File: config.mk
export PLATFORM = sky130hd
export DESIGN_NAME = alu_uart_sequencer_flat
export DESIGN_NICKNAME = d
export VERILOG_FILES = /design/src/rtl/alu_uart_pkg.sv /design/src/rtl/alu_uart_sequencer_if.sv /design/src/rtl/alu_uart_sequencer_frame_timer.sv /design/src/rtl/alu_uart_sequencer.sv /design/src/flat_wrapper.sv
export SDC_FILE = /design/constraint.sdc
export NUM_CORES = 1
export LEC_CHECK = 0
export BUFFER_PORTS_ARGS = -buffer_cell sky130_fd_sc_hd__buf_2
export CAP_MARGIN = 20
export CELL_PAD_IN_SITES_DETAIL_PLACEMENT = 0
export CELL_PAD_IN_SITES_GLOBAL_PLACEMENT = 1
export CORE_UTILIZATION = 30
export CTS_BUF_LIST = sky130_fd_sc_hd__clkbuf_8
export DETAILED_ROUTE_END_ITERATION = 10
export PLACE_DENSITY_LB_ADDON = 0.1
export SETUP_SLACK_MARGIN = 0.2
export SLEW_MARGIN = 10
export SYNTH_ARGS = -nofsm -noshare
export SYNTH_HDL_FRONTEND = slang
export SYNTH_SLANG_ARGS = --single-unit
export TNS_END_PERCENT = 30
File: constraint.sdc
create_clock -name CLK -period 5.3 [get_ports CLK]
set_input_delay 0.53 -clock CLK [delete_from_list [all_inputs] [get_ports CLK]]
set_output_delay 0.53 -clock CLK [all_outputs]
set_load 0.05 [all_outputs]
File: src/rtl/alu_uart_pkg.sv
// Shared definitions for the UART frame sequencer: default sizes, FSM encoding, ALU opcodes.
package alu_uart_pkg;

    localparam int unsigned DEF_NBIT    = 8;
    localparam int unsigned DEF_OPBIT   = 6;
    localparam int unsigned DEF_TIMEOUT = 1_000_000;
    localparam int unsigned DEF_TO_BIT  = 20;
    localparam int unsigned ERR_BIT     = 8;
    localparam int unsigned ST_BIT      = 3;

    // Sequencer states
    localparam logic [ST_BIT-1:0] ST_GET_A  = 3'd0;
    localparam logic [ST_BIT-1:0] ST_GET_B  = 3'd1;
    localparam logic [ST_BIT-1:0] ST_GET_OP = 3'd2;
    localparam logic [ST_BIT-1:0] ST_EXEC   = 3'd3;
    localparam logic [ST_BIT-1:0] ST_SEND   = 3'd4;

    // ALU opcodes (6-bit field of the third frame byte)
    localparam logic [5:0] OP_ADD = 6'h20;
    localparam logic [5:0] OP_SUB = 6'h22;
    localparam logic [5:0] OP_AND = 6'h24;
    localparam logic [5:0] OP_OR  = 6'h25;
    localparam logic [5:0] OP_XOR = 6'h26;
    localparam logic [5:0] OP_NOR = 6'h27;
    localparam logic [5:0] OP_SRA = 6'h03;
    localparam logic [5:0] OP_SRL = 6'h02;

endpackage

File: src/rtl/alu_uart_sequencer_if.sv
// FIFO handshakes and ALU operand/result bundle seen by the frame sequencer.
interface alu_uart_sequencer_if
    import alu_uart_pkg::*;
#(
    parameter int unsigned NBIT  = DEF_NBIT,
    parameter int unsigned OPBIT = DEF_OPBIT
);
    logic               rx_empty;
    logic [NBIT-1:0]    r_data;
    logic               rd_uart;
    logic               tx_full;
    logic               wr_uart;
    logic [NBIT-1:0]    w_data;
    logic [NBIT-1:0]    alu_a;
    logic [NBIT-1:0]    alu_b;
    logic [OPBIT-1:0]   alu_op;
    logic [NBIT-1:0]    alu_result;
    logic               busy;
    logic [ERR_BIT-1:0] err_count;

    modport master (
        input  rx_empty, r_data, tx_full, alu_result,
        output rd_uart, wr_uart, w_data, alu_a, alu_b, alu_op, busy, err_count
    );

    modport slave (
        output rx_empty, r_data, tx_full, alu_result,
        input  rd_uart, wr_uart, w_data, alu_a, alu_b, alu_op, busy, err_count
    );
endinterface

File: src/rtl/alu_uart_sequencer_frame_timer.sv
// Inter-byte gap timer: pulses expired on the idle cycle that reaches TIMEOUT-1.
module frame_timer #(
    parameter int unsigned TIMEOUT = 1_000_000,
    parameter int unsigned TO_BIT  = 20
) (
    input  logic clk,
    input  logic rst,
    input  logic clear,
    input  logic enable,
    output logic expired
);
    logic [TO_BIT-1:0] count;

    // Limit hit only counts while still idle; a byte in that cycle wins
    assign expired = enable && (count == TO_BIT'(TIMEOUT - 1));

    // Idle-cycle counter, restarted by clear or by its own expiry
    always_ff @(posedge clk) begin
        if (rst) begin
            count <= '0;
        end else if (clear || expired) begin
            count <= '0;
        end else if (enable) begin
            count <= count + TO_BIT'(1);
        end
    end
endmodule

File: src/rtl/alu_uart_sequencer.sv
// Frame sequencer: pops A, B, opcode from RX FIFO, drives the ALU, pushes the result to TX FIFO.
module alu_uart_sequencer
    import alu_uart_pkg::*;
#(
    parameter int unsigned NBIT    = DEF_NBIT,
    parameter int unsigned OPBIT   = DEF_OPBIT,
    parameter int unsigned TIMEOUT = DEF_TIMEOUT,
    parameter int unsigned TO_BIT  = DEF_TO_BIT
) (
    input  logic                 CLK,
    input  logic                 RESET,
    alu_uart_sequencer_if.master bus
);
    logic [ST_BIT-1:0]  state;
    logic [ST_BIT-1:0]  state_next;
    logic [NBIT-1:0]    a_q;
    logic [NBIT-1:0]    b_q;
    logic [OPBIT-1:0]   op_q;
    logic [NBIT-1:0]    w_q;
    logic [ERR_BIT-1:0] err_q;
    logic               load_a;
    logic               load_b;
    logic               load_op;
    logic               load_w;
    logic               send;
    logic               timer_en;
    logic               timer_clear;
    logic               expired;

    // Gap timer runs only while waiting mid-frame on an empty RX FIFO
    assign timer_en    = ((state == ST_GET_B) || (state == ST_GET_OP)) && bus.rx_empty;
    assign timer_clear = ~timer_en;

    frame_timer #(
        .TIMEOUT (TIMEOUT),
        .TO_BIT  (TO_BIT)
    ) u_timer (
        .clk     (CLK),
        .rst     (RESET),
        .clear   (timer_clear),
        .enable  (timer_en),
        .expired (expired)
    );

    // State register
    always_ff @(posedge CLK) begin
        if (RESET) begin
            state <= ST_GET_A;
        end else begin
            state <= state_next;
        end
    end

    // Next-state and load/handshake decode
    always_comb begin
        state_next = state;
        load_a     = 1'b0;
        load_b     = 1'b0;
        load_op    = 1'b0;
        load_w     = 1'b0;
        send       = 1'b0;
        case (state)
            ST_GET_A: begin
                if (!bus.rx_empty) begin
                    load_a     = 1'b1;
                    state_next = ST_GET_B;
                end
            end
            ST_GET_B: begin
                if (!bus.rx_empty) begin
                    load_b     = 1'b1;
                    state_next = ST_GET_OP;
                end else if (expired) begin
                    state_next = ST_GET_A;
                end
            end
            ST_GET_OP: begin
                if (!bus.rx_empty) begin
                    load_op    = 1'b1;
                    state_next = ST_EXEC;
                end else if (expired) begin
                    state_next = ST_GET_A;
                end
            end
            ST_EXEC: begin
                load_w     = 1'b1;
                state_next = ST_SEND;
            end
            ST_SEND: begin
                if (!bus.tx_full) begin
                    send       = 1'b1;
                    state_next = ST_GET_A;
                end
            end
            default: state_next = ST_GET_A;
        endcase
    end

    // Operand, result and dropped-frame registers
    always_ff @(posedge CLK) begin
        if (RESET) begin
            a_q   <= '0;
            b_q   <= '0;
            op_q  <= '0;
            w_q   <= '0;
            err_q <= '0;
        end else begin
            if (load_a)  a_q  <= bus.r_data;
            if (load_b)  b_q  <= bus.r_data;
            if (load_op) op_q <= bus.r_data[OPBIT-1:0];
            if (load_w)  w_q  <= bus.alu_result;
            if (expired && (err_q != '1)) err_q <= err_q + ERR_BIT'(1);
        end
    end

    // FIFO strobes are suppressed during reset so queue contents survive it
    assign bus.rd_uart   = (load_a | load_b | load_op) & ~RESET;
    assign bus.wr_uart   = send & ~RESET;
    assign bus.w_data    = w_q;
    assign bus.alu_a     = a_q;
    assign bus.alu_b     = b_q;
    assign bus.alu_op    = op_q;
    assign bus.busy      = (state != ST_GET_A);
    assign bus.err_count = err_q;
endmodule

File: src/flat_wrapper.sv
// flat-port wrapper written by rule: the top's interface ports become plain ports
module alu_uart_sequencer_flat import alu_uart_pkg::*;
#(
    parameter int unsigned NBIT    = DEF_NBIT,
    parameter int unsigned OPBIT   = DEF_OPBIT,
    parameter int unsigned TIMEOUT = DEF_TIMEOUT,
    parameter int unsigned TO_BIT  = DEF_TO_BIT
)
  (CLK, RESET, bus_rx_empty, bus_r_data, bus_tx_full, bus_alu_result, bus_rd_uart, bus_wr_uart, bus_w_data, bus_alu_a, bus_alu_b, bus_alu_op, bus_busy, bus_err_count);
  alu_uart_sequencer_if #(.NBIT(NBIT), .OPBIT(OPBIT)) bus_i ();
  input  logic CLK;
  input  logic RESET;
  input wire logic [$bits(bus_i.rx_empty)-1:0] bus_rx_empty;
  input wire logic [$bits(bus_i.r_data)-1:0] bus_r_data;
  input wire logic [$bits(bus_i.tx_full)-1:0] bus_tx_full;
  input wire logic [$bits(bus_i.alu_result)-1:0] bus_alu_result;
  output wire logic [$bits(bus_i.rd_uart)-1:0] bus_rd_uart;
  output wire logic [$bits(bus_i.wr_uart)-1:0] bus_wr_uart;
  output wire logic [$bits(bus_i.w_data)-1:0] bus_w_data;
  output wire logic [$bits(bus_i.alu_a)-1:0] bus_alu_a;
  output wire logic [$bits(bus_i.alu_b)-1:0] bus_alu_b;
  output wire logic [$bits(bus_i.alu_op)-1:0] bus_alu_op;
  output wire logic [$bits(bus_i.busy)-1:0] bus_busy;
  output wire logic [$bits(bus_i.err_count)-1:0] bus_err_count;
  assign bus_i.rx_empty = bus_rx_empty;
  assign bus_i.r_data = bus_r_data;
  assign bus_i.tx_full = bus_tx_full;
  assign bus_i.alu_result = bus_alu_result;
  assign bus_rd_uart = bus_i.rd_uart;
  assign bus_wr_uart = bus_i.wr_uart;
  assign bus_w_data = bus_i.w_data;
  assign bus_alu_a = bus_i.alu_a;
  assign bus_alu_b = bus_i.alu_b;
  assign bus_alu_op = bus_i.alu_op;
  assign bus_busy = bus_i.busy;
  assign bus_err_count = bus_i.err_count;
  alu_uart_sequencer #(.NBIT(NBIT), .OPBIT(OPBIT), .TIMEOUT(TIMEOUT), .TO_BIT(TO_BIT)) u_core (.CLK(CLK), .RESET(RESET), .bus(bus_i));
endmodule
* Yosys cells after proc, flatten, opt, wreduce, memory -nomap -nowiden
Index checks and enable logic that the tools add are counted.
** Cells by class
- $add $sub $neg :: 2
- Eq/ne operators :: 8
- Muxes and demuxes :: 13
- Bitwise operators :: 6
- Reduce and logical (&&, ||, !) cells :: 9
** Operators with widths (count)
- $add 20x1->20 const B :: 1
- $eq 20x20->1 const B :: 1
- $mux 3 :: 5
- $pmux 3 s5 :: 1
- $add 8x1->8 const B :: 1
- $ne 8x8->1 const B :: 1
- $mux 1 :: 7
- $eq 3x2->1 const B :: 2
- $ne 2x2->1 const B :: 2
- $eq 3x1->1 const B :: 1
- $eq 3x3->1 const B :: 1
- $logic_and 1x1->1 :: 3
- $logic_not 3->1 :: 1
- $reduce_bool 3->1 :: 1
- $and 1x1->1 :: 2
- $logic_or 1x1->1 :: 2
- $not 1->1 :: 2
- $or 1x1->1 :: 2
- $reduce_and 2->1 :: 1
- $reduce_or 2->1 :: 1
** Storage, ports and cells
- Register bits :: 61
- Input port bits :: 20
- Output and inout bits :: 41
- Word-level logic and storage cells :: 45

* Depth between registers and ports, before layout
Gate-level depths: netlist (run 1).
- Depth after elaboration :: 7
- Gate-level depth with buffers :: 8
- Mapped depth without buffers :: 6

* By module
From an unflattened synthesis (run 1), not the netlist that was laid out.
** Unflattened totals
- Cell total of the unflattened synthesis :: 289
- Area, all modules :: 2671.3 um2
** Modules (own cells, without submodules)
- alu_uart_sequencer :: instances 1, cells each 180, area each 1712.9 um2, sequential area each 820.8 um2
- frame_timer :: instances 1, cells each 109, area each 958.4 um2, sequential area each 400.4 um2

* Worst setup path before layout (run 1)
OpenSTA, ideal clock, no wires.
- Path type :: input to output
- From :: in bus_rx_empty
- To :: out bus_rd_uart
- Data arrival time :: 3190 ps
- Data required time :: 4770 ps
- Path slack :: 1580 ps
- Stages on the path :: 2
- Path buffers :: 1
- Cell sequence :: clkbuf_1 > a2111oi_0
** Between the ends
- Longest elaborated chain between the ends :: 5
- Elaborated cells on any way between the ends :: 7
- Classes of those cells :: mux (4); bitwise (3)
** RTL lines
- from (decl) :: line flat_wrapper.sv:13 : input wire logic [$bits(bus_i.rx_empty)-1:0] bus_rx_empty;
- $mux 1 * :: line alu_uart_sequencer.sv:64, alu_uart_sequencer.sv:70, alu_uart_sequencer.sv:78
- $mux 1 :: line alu_uart_sequencer.sv:62 : case (state)
- $or 1x1->1 :: line alu_uart_sequencer.sv:117 : assign bus.rd_uart = (load_a | load_b | load_op) & ~RESET;
- $or 1x1->1 * :: line alu_uart_sequencer.sv:117
- $and 1x1->1 * :: line alu_uart_sequencer.sv:117
- to (decl) :: line flat_wrapper.sv:17 : output wire logic [$bits(bus_i.rd_uart)-1:0] bus_rd_uart;
Every way passes the cells marked *; elsewhere a longest branch is shown, timed or not.

* Worst setup path after layout (run 1)
- From :: reg u_core.u_timer.count[14]
- To :: reg u_core.u_timer.count[13]
** Between the ends
- Longest elaborated chain between the ends :: 4
** RTL lines
- from (decl) :: line alu_uart_sequencer_frame_timer.sv:12 : logic [TO_BIT-1:0] count;
- from (signal assigned) :: line alu_uart_sequencer_frame_timer.sv:24 : count <= count + TO_BIT'(1);
- $eq 20x20->1 :: line alu_uart_sequencer_frame_timer.sv:15 : assign expired = enable && (count == TO_BIT'(TIMEOUT - 1));
- $logic_and 1x1->1 :: line alu_uart_sequencer_frame_timer.sv:15
- $logic_or 1x1->1 :: line alu_uart_sequencer_frame_timer.sv:21 : end else if (clear || expired) begin
- $reduce_or 2->1 (no source line)
Every way passes these cells.
A chain may end at the register's enable or synchronous reset.

==> summary.md, run 1 <==
| Metric | Value |
|---|---|
| Status | finished, final reports clean |
| Seq/Total Area, Yosys | 46.6% |
| Post-Syn Nets | 326 |
| Min Hold Slack | between 400 and 500 ps |
| Critical Path Fanout Max | 19 |
| Sequential power share | 47.4% |
| Gr usage total | 14.2% |
| Gr ovfl total | 0 |
| Met3 wire length | 311 um |
| H-tree Lvls | 3 |
| Detailed-route via count | ~2200 |
| Arrival @ worst endpoint | 2450 ps |
| First-pass GRT wire length | just under 10 mm |
| Met1 Routed Length | 2.89 mm |
| Detailed Route Iter0 Violations | 66 |
| Reg clk slew, reported paths | roughly 80 ps |
| Synthesis Warnings | 0 |
| Area of the multi-input gates | 1300 um2 |
| Switching share of total power | 26.4% |
| Leading area contributor after synthesis | dfxtp_1 |
| Antenna Nets Post-Route | 0 |
| Type of the worst setup path | reg -> reg |
| Type of the worst min-delay path | in -> reg |
| Synth Flop Type | dfxtp_1 |
| Post-route DRC | 0 |
| Synth async-reset ratio | 0% |
| Vias in the first global route | 2052 |
| Register area | 1220 um2 |
| I/O pins | 61 |
| Detail Placement HPWL | approximately 4.2 mm |
| Die area | 9120 um2 |
| Synthesized flop and latch total | just over 60 |
| Pleak | 1.21 nW |
| Pin count of the biggest net entering global routing | 47 |
| Final worst-path cycle share | 42.6% |
| Cell family with most CP delay | simple AND/OR/NAND/NOR gates |
| CP startpoint kind | register |
| Latest clock arrival within the worst-skew pair | 340 ps |
| Worst Path Required | 5490 ps |
| Final Setup Violations | 0 |
| Starting density of the core | 31.4% |
| Slowest CP cell | nand2b_1 |
| DRT Pass-1 Iters | 4 |
| Post-cts repair resize count | 0 |
| Final-report hold violation count | 0 |
| CP bufs+invs | 0 |
| Post-synthesis area per instance | roughly 8.6 um2 |
| Avg WL per Cell | 12.9 um |
| Worst Clk Skew | approximately 12 ps |
| Buffer levels on the longest clock path | 2 |
| Row count | 33 |
| Power Dens Cells | 312 nW/um2 |
| Metal2 WL | 2.78 mm |
| Power Total | 1.00 mW |
| RSZ-0062 raised after global routing | no |
| Max-slew violations | 0 |
| Highest routed layer | met4 |
| Slew headroom | 39.7% |
| Share of post-route cells with drive strength above 1 | about a quarter |
| Clock sinks | 61 |
| Syn Std Cell Area | roughly 2600 um2 |
| CTS tree | built |
| Actual slew at the worst max-slew pin | 897 ps |
| Core Area | 8340 um2 |
| Buffers on Ports | 60 |
| Max_cap viols | 0 |
| Synth cell types | 43 |
| Die Span Y | 95.5 um |
| Clk pwr share | 43.3% |
| Net switching power | 0.265 mW |
| Critical path's largest stage delay | 610 ps |
| Routed Wire Length | 6.07 mm |
| Cell chosen for the clock root | clkbuf_8 |
| Layout area overhead | 22.5% |
| Crit path cell chain | or4bb_1 > nor4_1 > nand3_1 > nand2b_1 > nor2_1 |
| Die X | 95.5 um |
| CP endpoint kind | register |
| Post-CTS setup buffers | 0 |
| Tmin final | 2260 ps |
| Final #Nets | around 380 |
| Synth top area share | 46.6% |
| Initial antenna violation count | 0 |
| RD Place Congestion | 0.746 |
| Cts bufs inserted | 9 |
| Fill count | 897 |
| Top cells by area, synth | dfxtp_1, nor2_1, nand2_1 |
| Fmax | 0.443 GHz |
| Cell-internal power | 0.737 mW |
| Hold buffers post-CTS | 0 |
| Combinational share of power | 9.2% |
| Post-synth EDFFs | 0 |
| Mapped Cells | 304 |
| Vias per Instance | 4.69 |
| Diode count | 0 |
| Worst VDD drop | between 0.1 and 0.15 mV |
| Final setup TNS | 0 ps |
metal layers:
metal / global-route usage, % / vias to the layer above
met3: 4.23 / 9
met2: 24.0 / 42
met5: 0 / -
met1: 16.6 / 1012
li1: - / 1148
met4: 6.34 / 0
synthesized netlist by cell type (2+ instances only):
library cell	n
a21oi_1	23
and3_1	3
and3_2	2
and4_1	3
buf_2	3
clkbuf_1	11
dfxtp_1	61
ha_1	2
inv_1	8
mux2i_1	14
nand2_1	42
nand2b_1	4
nand3_1	9
nand4_1	7
nor2_1	44
nor2b_1	4
nor3_1	9
nor4_1	4
o21ai_0	4
or3_1	6
xnor2_1	17
xor2_1	3
cell families (layout without fill, tap and decap cells):
| kind of cell | count (synthesis) | after routing | share of synthesized area [%] |
|---|---|---|---|
| AND/OR/NAND/NOR | 149 | 149 | 28.9 |
| AO/OA/AOI/OAI | 32 | 32 | 6.82 |
| XOR/XNOR | 21 | 21 | 7.30 |
| multiplexers | 15 | 15 | 5.77 |
| adder cells (fa/ha/maj) | 2 | 2 | 0.954 |
| buffers and inverters | 24 | 86 | 3.72 |
| flip-flops | 61 | 61 | 46.6 |
state kept, by name, indices dropped and copies added, names as in the netlist:
register / count
u_core.bus.err_count: 8
u_core.bus.alu_a: 8
u_core.u_timer.count: 20
u_core.bus.w_data: 8
u_core.bus.alu_op: 6
u_core.state: 3
u_core.bus.alu_b: 8
through the flow:
stage / setup WS [ps] / cells / cell area [um2] / utilization [%]
after global placement: 2980 / 455 / 3000 / 36.0
after global routing: 2810 / 471 / 3210 / 38.5
after CTS: 3030 / 471 / 3210 / 38.5
after detailed placement: 2940 / 455 / 3000 / 36.0
after floorplan: 1580 / 304 / 2620 / -
final: 3040 / 471 / 3210 / 38.5
placed cells by master, fill, tap and decap left out, types with 2 or more instances in the layout:
cell and n:
nor2b_1 4, buf_4 2, inv_1 8, nor3_1 9, o21ai_0 4, nor2_1 44
mux2i_1 14, nand2b_1 4, a21oi_1 23, buf_2 60, or3_1 6, clkbuf_8 11
nor4_1 4, ha_1 2, clkinvlp_4 2, xnor2_1 17, and4_1 3, nand2_1 42
xor2_1 3, dfxtp_1 61, and3_2 2, nand4_1 7, nand3_1 9, and3_1 3
tightest hold or removal path: cells and delay by family:
family                 cells  cell delay, ps
buffers and inverters      1             100
AOI/OAI and AO/OA          1              50
and+or+nand+nor            1              40
power by group through the flow:
stage / Clock (mW) / Sequential [mW] / Combinational [mW]
4_1_cts: 0.449 / 0.475 / 0.0944
6_report: 0.434 / 0.475 / 0.0926
5_1_grt: 0.473 / 0.477 / 0.101
3_3_place_gp: 0 / 0.486 / 0.0939
2_1_floorplan: 0 / 0.511 / 0.0426
3_5_place_dp: 0 / 0.486 / 0.0941
final cells by class:
cell class | count | share of cell area, %
clock buffer | 11 | 4.71
clock inverter | 5 | 1.83
inverter | 8 | 0.935
multi-input combinational | 219 | 40.6
sequential | 61 | 38.0
tap | 105 | 4.09
timing repair buffer | 62 | 9.82
worst paths after layout:
kind / start / endpoint / slack, ps / depth (start not counted)
max: u_core.u_timer.count[14] / u_core.u_timer.count[13] / 3040 / 5
min: bus_alu_result[1] / u_core.bus.w_data[1] / 420 / 3
max reg2reg: u_core.u_timer.count[14] / u_core.u_timer.count[13] / 3040 / 5
min reg2reg: u_core.bus.alu_b[6] / u_core.bus.alu_b[6] / 450 / 2
(Power assumes the default switching activity.)
==> run 2: changes to the inputs <==
clock period = 2.35 ns   (was 5.3 ns; I/O delays follow)
==> run 2 against run 1 <==
Effect of this change: hold slack worse by 290 ps; die area is the same; clock-buffer cell count down 1; clock power increased by 140%; largest cell class unchanged; highest routed layer unchanged.
==> summary.md, run 2 (synthesis results as in run 1) <==
| Metric | Value |
|---|---|
| Post-route DRC | 0 (unchanged) |
| Largest Register | u_core.u_timer.count |
| Layout area overhead | 27.0% |
| Final setup TNS | 0 ps (unchanged) |
| Worst Hold End | u_core.bus.w_data[5] |
| Final Util | 39.9% (+1.4 points) |
| Final #Nets | 392 (+2.3%) |
| I/O pins | 61 (unchanged) |
| CP startpoint kind | register |
| Die Span Y | 95.5 um (unchanged) |
| Power Dens Cells | 702 nW/um2 (+120%) |
| Arrival @ worst endpoint | 2330 ps (-120 ps) |
| Worst Path Required | 2610 ps (-2880 ps) |
| Die X | 95.5 um (unchanged) |
| Fmax | 0.484 GHz (+9.3%) |
| CP endpoint kind | register |
| Critical path's largest stage delay | 540 ps (-70 ps) |
| R2r endpoint | u_core.bus.err_count[5] |
| Latest clock arrival within the worst-skew pair | 330 ps (about the same) |
| Status | finished, final reports clean |
| CTS tree | built |
| Detail Placement HPWL | 4.29 mm (+2.6%) |
| H-tree Lvls | 3 (unchanged) |
| Fill count | 879 (-2.0%) |
| Max reg flops | 20 (unchanged) |
| Crit path cell chain | or4b_1 > a211oi_2 > nand3_2 > or4_1 > a21oi_1 |
| Avg WL per Cell | 12.9 um (-0.19%) |
| Diode count | 0 (unchanged) |
| Vias per Instance | 4.66 (-0.63%) |
| Gr usage total | 14.1% (-0.15 points) |
| Critical Path Fanout Max | 8 (-11) |
| RSZ-0062 raised after global routing | no |
| Type of the worst min-delay path | in -> reg |
| Row count | 33 (unchanged) |
| Place WS | 279 ps (-2660 ps) |
| Cts bufs inserted | 9 (unchanged) |
| R2r setup slk | 280 ps (-2760 ps) |
| CP bufs+invs | 0 (unchanged) |
| Post-Place Cells | 462 (+1.5%) |
| Max_cap viols | 0 (unchanged) |
| Fin worst setup slack | 283 ps (-2760 ps) |
| Post-Layout Cell Count | 480 (+1.9%) |
| First-pass GRT wire length | 9.70 mm (-0.42%) |
| Cell family with most CP delay | simple AND/OR/NAND/NOR gates |
| Hold Path Cell Cnt | 3 (unchanged) |
| Final Setup Violations | 0 (unchanged) |
| Actual slew at the worst max-slew pin | 524 ps (-373 ps) |
| Vias in the first global route | 2011 (-2.0%) |
| Worst Clk Skew | 5.48 ps (-6.79 ps) |
| FF-to-FF Start | u_core.u_timer.count[7] |
| Most frequent cells in the layout | buf_2, dfxtp_1, nor2_1 |
| Initial antenna violation count | 0 (unchanged) |
| Slew headroom | 64.9% (+25 points) |
| Die area | 9120 um2 (unchanged) |
| Tmin final | 2070 ps (-192 ps) |
| Reg clk slew, reported paths | 70 ps (about the same) |
| Core Area | 8340 um2 (unchanged) |
| Gr ovfl total | 0 (unchanged) |
| Share of post-route cells with drive strength above 1 | 27.5% (+3.1 points) |
| Cell chosen for the clock root | clkbuf_8 |
| Worst VDD drop | 0.247 mV (+110%) |
| Detailed Route Iter0 Violations | 41 (-38%) |
| Type of the worst setup path | reg -> reg |
| Routed Wire Length | 6.17 mm (+1.7%) |
| Clock sinks | 61 (unchanged) |
| R2R cell count | 5 (unchanged) |
| DRT Pass-1 Iters | 4 (unchanged) |
| Pin count of the biggest net entering global routing | 32 (-32%) |
| Hold wc startpoint | bus_alu_result[5] |
| Final worst-path cycle share | 88.0% (+45 points) |
| Max-slew violations | 0 (unchanged) |
| Pleak | 1.27 nW (+4.8%) |
| Slowest CP cell | or4b_1 |
| Final-report hold violation count | 0 (unchanged) |
| Buffers on Ports | 60 (unchanged) |
| Starting density of the core | 31.4% (unchanged) |
| RD Place Congestion | 0.701 (-6.1%) |
| Detailed-route via count | 2239 (+1.3%) |
| Buffer levels on the longest clock path | 2 (unchanged) |
| Hold buffers post-CTS | 0 (unchanged) |
| Antenna Nets Post-Route | 0 (unchanged) |
-- run 2: cell type report --
cell class	count	area [um2]	area share (%)
clock inverter	6	86.3	2.59
clock buffer	10	138	4.13
timing repair buffer	71	383	11.5
tap	105	131	3.95
inverter	8	30.0	0.902
multi-input combinational	219	1340	40.2
sequential	61	1220	36.7
-- run 2: worst max-delay path by stage --
stage	from	end	slack [ps]	cells past startpoint
final	u_core.u_timer.count[7]	u_core.bus.err_count[5]	280	5
after detailed placement	u_core.u_timer.count[14]	u_core.bus.err_count[5]	280	5
after global placement	u_core.u_timer.count[14]	u_core.bus.err_count[6]	290	5
after global routing	u_core.bus.err_count[0]	u_core.bus.err_count[5]	200	6
after CTS	u_core.u_timer.count[14]	u_core.bus.err_count[5]	250	5
after floorplan	u_core.bus.err_count[0]	u_core.bus.err_count[5]	230	6
-- run 2: tightest hold or removal path: cells and delay by family --
kind | cells | cell delay [ps]
AND/OR/NAND/NOR | 1 | 40
buffers and inverters | 1 | 90
AO/OA/AOI/OAI | 1 | 50
-- run 2: metrics by stage --
step | power (mW) | cell area [um2] | hold slack, ps
after floorplan | 1.25 | 2630 | 371
after global placement | 1.32 | 3060 | 440
after detailed placement | 1.32 | 3060 | 443
after CTS | 2.38 | 3280 | 112
after global routing | 2.46 | 3330 | 110
final | 2.34 | 3330 | 130
-- run 2: power by group --
group | internal [mW] | switching [mW]
registers | 1.06 | 0.0156
logic | 0.0670 | 0.157
clock network | 0.624 | 0.419
-- run 2: what timing repair did --
| action | in CTS | in global routing |
|---|---|---|
| endpoints found under the setup margin | 0 | 21 |
| gates resized for setup | 0 | 5 |
| hold endpoints to repair | 0 | 0 |
| buffers inserted | 0 | 2 |
-- run 2: layer usage --
| layer | vias up | GRT usage [%] | wire length (um) |
|---|---|---|---|
| met2 | 46 | 23.2 | 2920 |
| met5 | - | 0 | 0 |
| met1 | 1020 | 17.2 | 2830 |
| met3 | 5 | 5.18 | 366 |
| met4 | 0 | 4.10 | 55 |
| li1 | 1168 | - | - |
==> run 3: changes to the inputs <==
clock period = 2.1 ns   (was 2.35 ns; I/O delays follow)
==> run 3 against run 2 <==
Effect of this change: cell area grew 4.4%; first-iteration DRC count increased by 2.4%; critical path depth is 1 higher; sequential share of layout area is 1.3 points lower; setup slack got worse by 95 ps; non-clock buffer count rose by 18; global-route usage grew 0.48 points; wire length is 2.2% higher; combinational power is 18% higher; fmax rose by 8.1%; critical endpoint is now u_core.bus.err_count[4].
==> summary.md, run 3 (synthesis results as in run 1) <==
| Metric | Value |
|---|---|
| RSZ-0062 raised after global routing | yes |
| I/O pins | 61 (unchanged) |
| Max reg flops | 20 (unchanged) |
| Most common cell after layout, fill and taps aside | buf_2 |
| Vias in the first global route | 2151 (+7.0%) |
| Final-report hold violation count | 0 (unchanged) |
| Die Span Y | 95.5 um (unchanged) |
| CTS tree | built |
| Gr ovfl total | 0 (unchanged) |
| Detailed Route Iter0 Violations | 42 (+2.4%) |
| CP endpoint kind | register |
| Final worst-path cycle share | 91.0% (+3.1 points) |
| Largest Register | u_core.u_timer.count |
| Pin count of the biggest net entering global routing | 25 (-22%) |
| Detailed-route via count | 2327 (+3.9%) |
| DRT Pass-1 Iters | 4 (unchanged) |
| Final instance area | 3480 um2 (+4.4%) |
| Starting density of the core | 31.4% (unchanged) |
| Layout area overhead | 32.6% |
| Status | finished, final reports clean |
| Reg clk slew, reported paths | 70 ps (about the same) |
| Initial antenna violation count | 0 (unchanged) |
| Critical path's largest stage delay | 530 ps (about the same) |
| Type of the worst min-delay path | in -> reg |
| Share of post-route cells with drive strength above 1 | 32.3% (+4.8 points) |
| Avg WL per Cell | 12.7 um (-1.5%) |
| Final setup TNS | 0 ps (unchanged) |
| R2r setup slk | 190 ps (-90 ps) |
| Cts bufs inserted | 9 (unchanged) |
| Cell chosen for the clock root | clkbuf_8 |
| Slew headroom | 63.2% (-1.8 points) |
| Worst Path Required | 2370 ps (-240 ps) |
| Crit path cell chain | or4b_4 > a211oi_4 > nand3_2 > buf_6 > or3_1 > a21oi_1 |
| Arrival @ worst endpoint | 2180 ps (-150 ps) |
| Gr usage total | 14.6% (+0.48 points) |
| Critical Path Fanout Max | 5 (-3) |
| Final Setup Violations | 0 (unchanged) |
| RD Place Congestion | 0.774 (+10%) |
| Type of the worst setup path | reg -> reg |
| H-tree Lvls | 3 (unchanged) |
| Latest clock arrival within the worst-skew pair | 330 ps (about the same) |
| CP startpoint kind | register |
| Hold buffers post-CTS | 0 (unchanged) |
| Worst Clk Skew | 8.31 ps (+2.84 ps) |
| Most frequent cells in the layout | buf_2, dfxtp_1, nor2_1 |
| Final Util | 41.7% (+1.8 points) |
| Die area | 9120 um2 (unchanged) |
| Max_cap viols | 0 (unchanged) |
| Buffer levels on the longest clock path | 2 (unchanged) |
| Tmin final | 1910 ps (-155 ps) |
| Diode count | 0 (unchanged) |
| Post-route DRC | 0 (unchanged) |
| Slowest CP cell | or4b_4 |
| Max-slew violations | 0 (unchanged) |
| Row count | 33 (unchanged) |
| Routed Wire Length | 6.31 mm (+2.2%) |
| Pleak | 1.37 nW (+7.9%) |
| Clock sinks | 61 (unchanged) |
| Power Dens Cells | 721 nW/um2 (+2.7%) |
| Fmax | 0.523 GHz (+8.1%) |
| Post-DP Area | 3190 um2 (+4.3%) |
| Post-Layout Cell Count | 498 (+3.8%) |
| Worst VDD drop | 0.255 mV (+3.4%) |
| Buffers on Ports | 60 (unchanged) |
| First-pass GRT wire length | 10.2 mm (+4.8%) |
| Final #Nets | 410 (+4.6%) |
| Antenna Nets Post-Route | 0 (unchanged) |
| Vias per Instance | 4.67 (+0.17%) |
| Detail Placement HPWL | 4.46 mm (+4.0%) |
| Actual slew at the worst max-slew pin | 551 ps (+26.7 ps) |
| Post-Place Cells | 476 (+3.0%) |
| Min Hold Slack | 106 ps (-23.7 ps) |
| Die X | 95.5 um (unchanged) |
| Core Area | 8340 um2 (unchanged) |
## run 3: layout make-up
| type | instances | area, um2 |
|---|---|---|
| Sequential cell | 61 | 1230 |
| Fill cell | 887 | 4860 |
| Timing Repair Buffer | 89 | 534 |
| Multi-Input combinational cell | 219 | 1350 |
| Clock inverter | 6 | 62.6 |
| Clock buffer | 10 | 138 |
| Tap cell | 105 | 131 |
| Inverter | 8 | 30.0 |
## run 3: what timing repair did
action                                  CTS  global route
resized for setup                         7             4
pin swaps                                 3             4
hold endpoints to repair                  0             0
endpoints found under the setup margin    5            29
setup buffers                             6             0
## run 3: critical path: cells and delay by family, from the launching register on
family	cells	cell delay (ps)
DFF	1	340
AOI/OAI and AO/OA	2	340
and+or+nand+nor	3	1010
buffers and inverters	1	160
## run 3: worst paths after layout
kind	endpoint	cells after the start	start
worst max-delay path	u_core.bus.err_count[4]	6	u_core.u_timer.count[12]
worst min-delay path	u_core.bus.w_data[0]	3	bus_alu_result[0]
worst max register to register	u_core.bus.err_count[4]	6	u_core.u_timer.count[12]
worst min register to register	u_core.bus.alu_b[4]	2	u_core.bus.alu_b[4]
## run 3: power breakdown
part | switching, mW | internal, mW
Combinational | 0.179 | 0.0851
Sequential | 0.0125 | 1.18
Clock | 0.474 | 0.578
## run 3: per-layer routing
metal	track usage, %	share of wire, %
met3	3.43	4.6
met4	6.72	1.5
met1	17.6	47
met2	24.4	47
met5	0	0
## run 3: stage by stage
stage	total power, mW	setup WS (ps)
5_1_grt	2.63	104
4_1_cts	2.56	193
3_5_place_dp	1.49	58.5
3_3_place_gp	1.48	87.6
2_1_floorplan	1.40	135
6_report	2.51	189
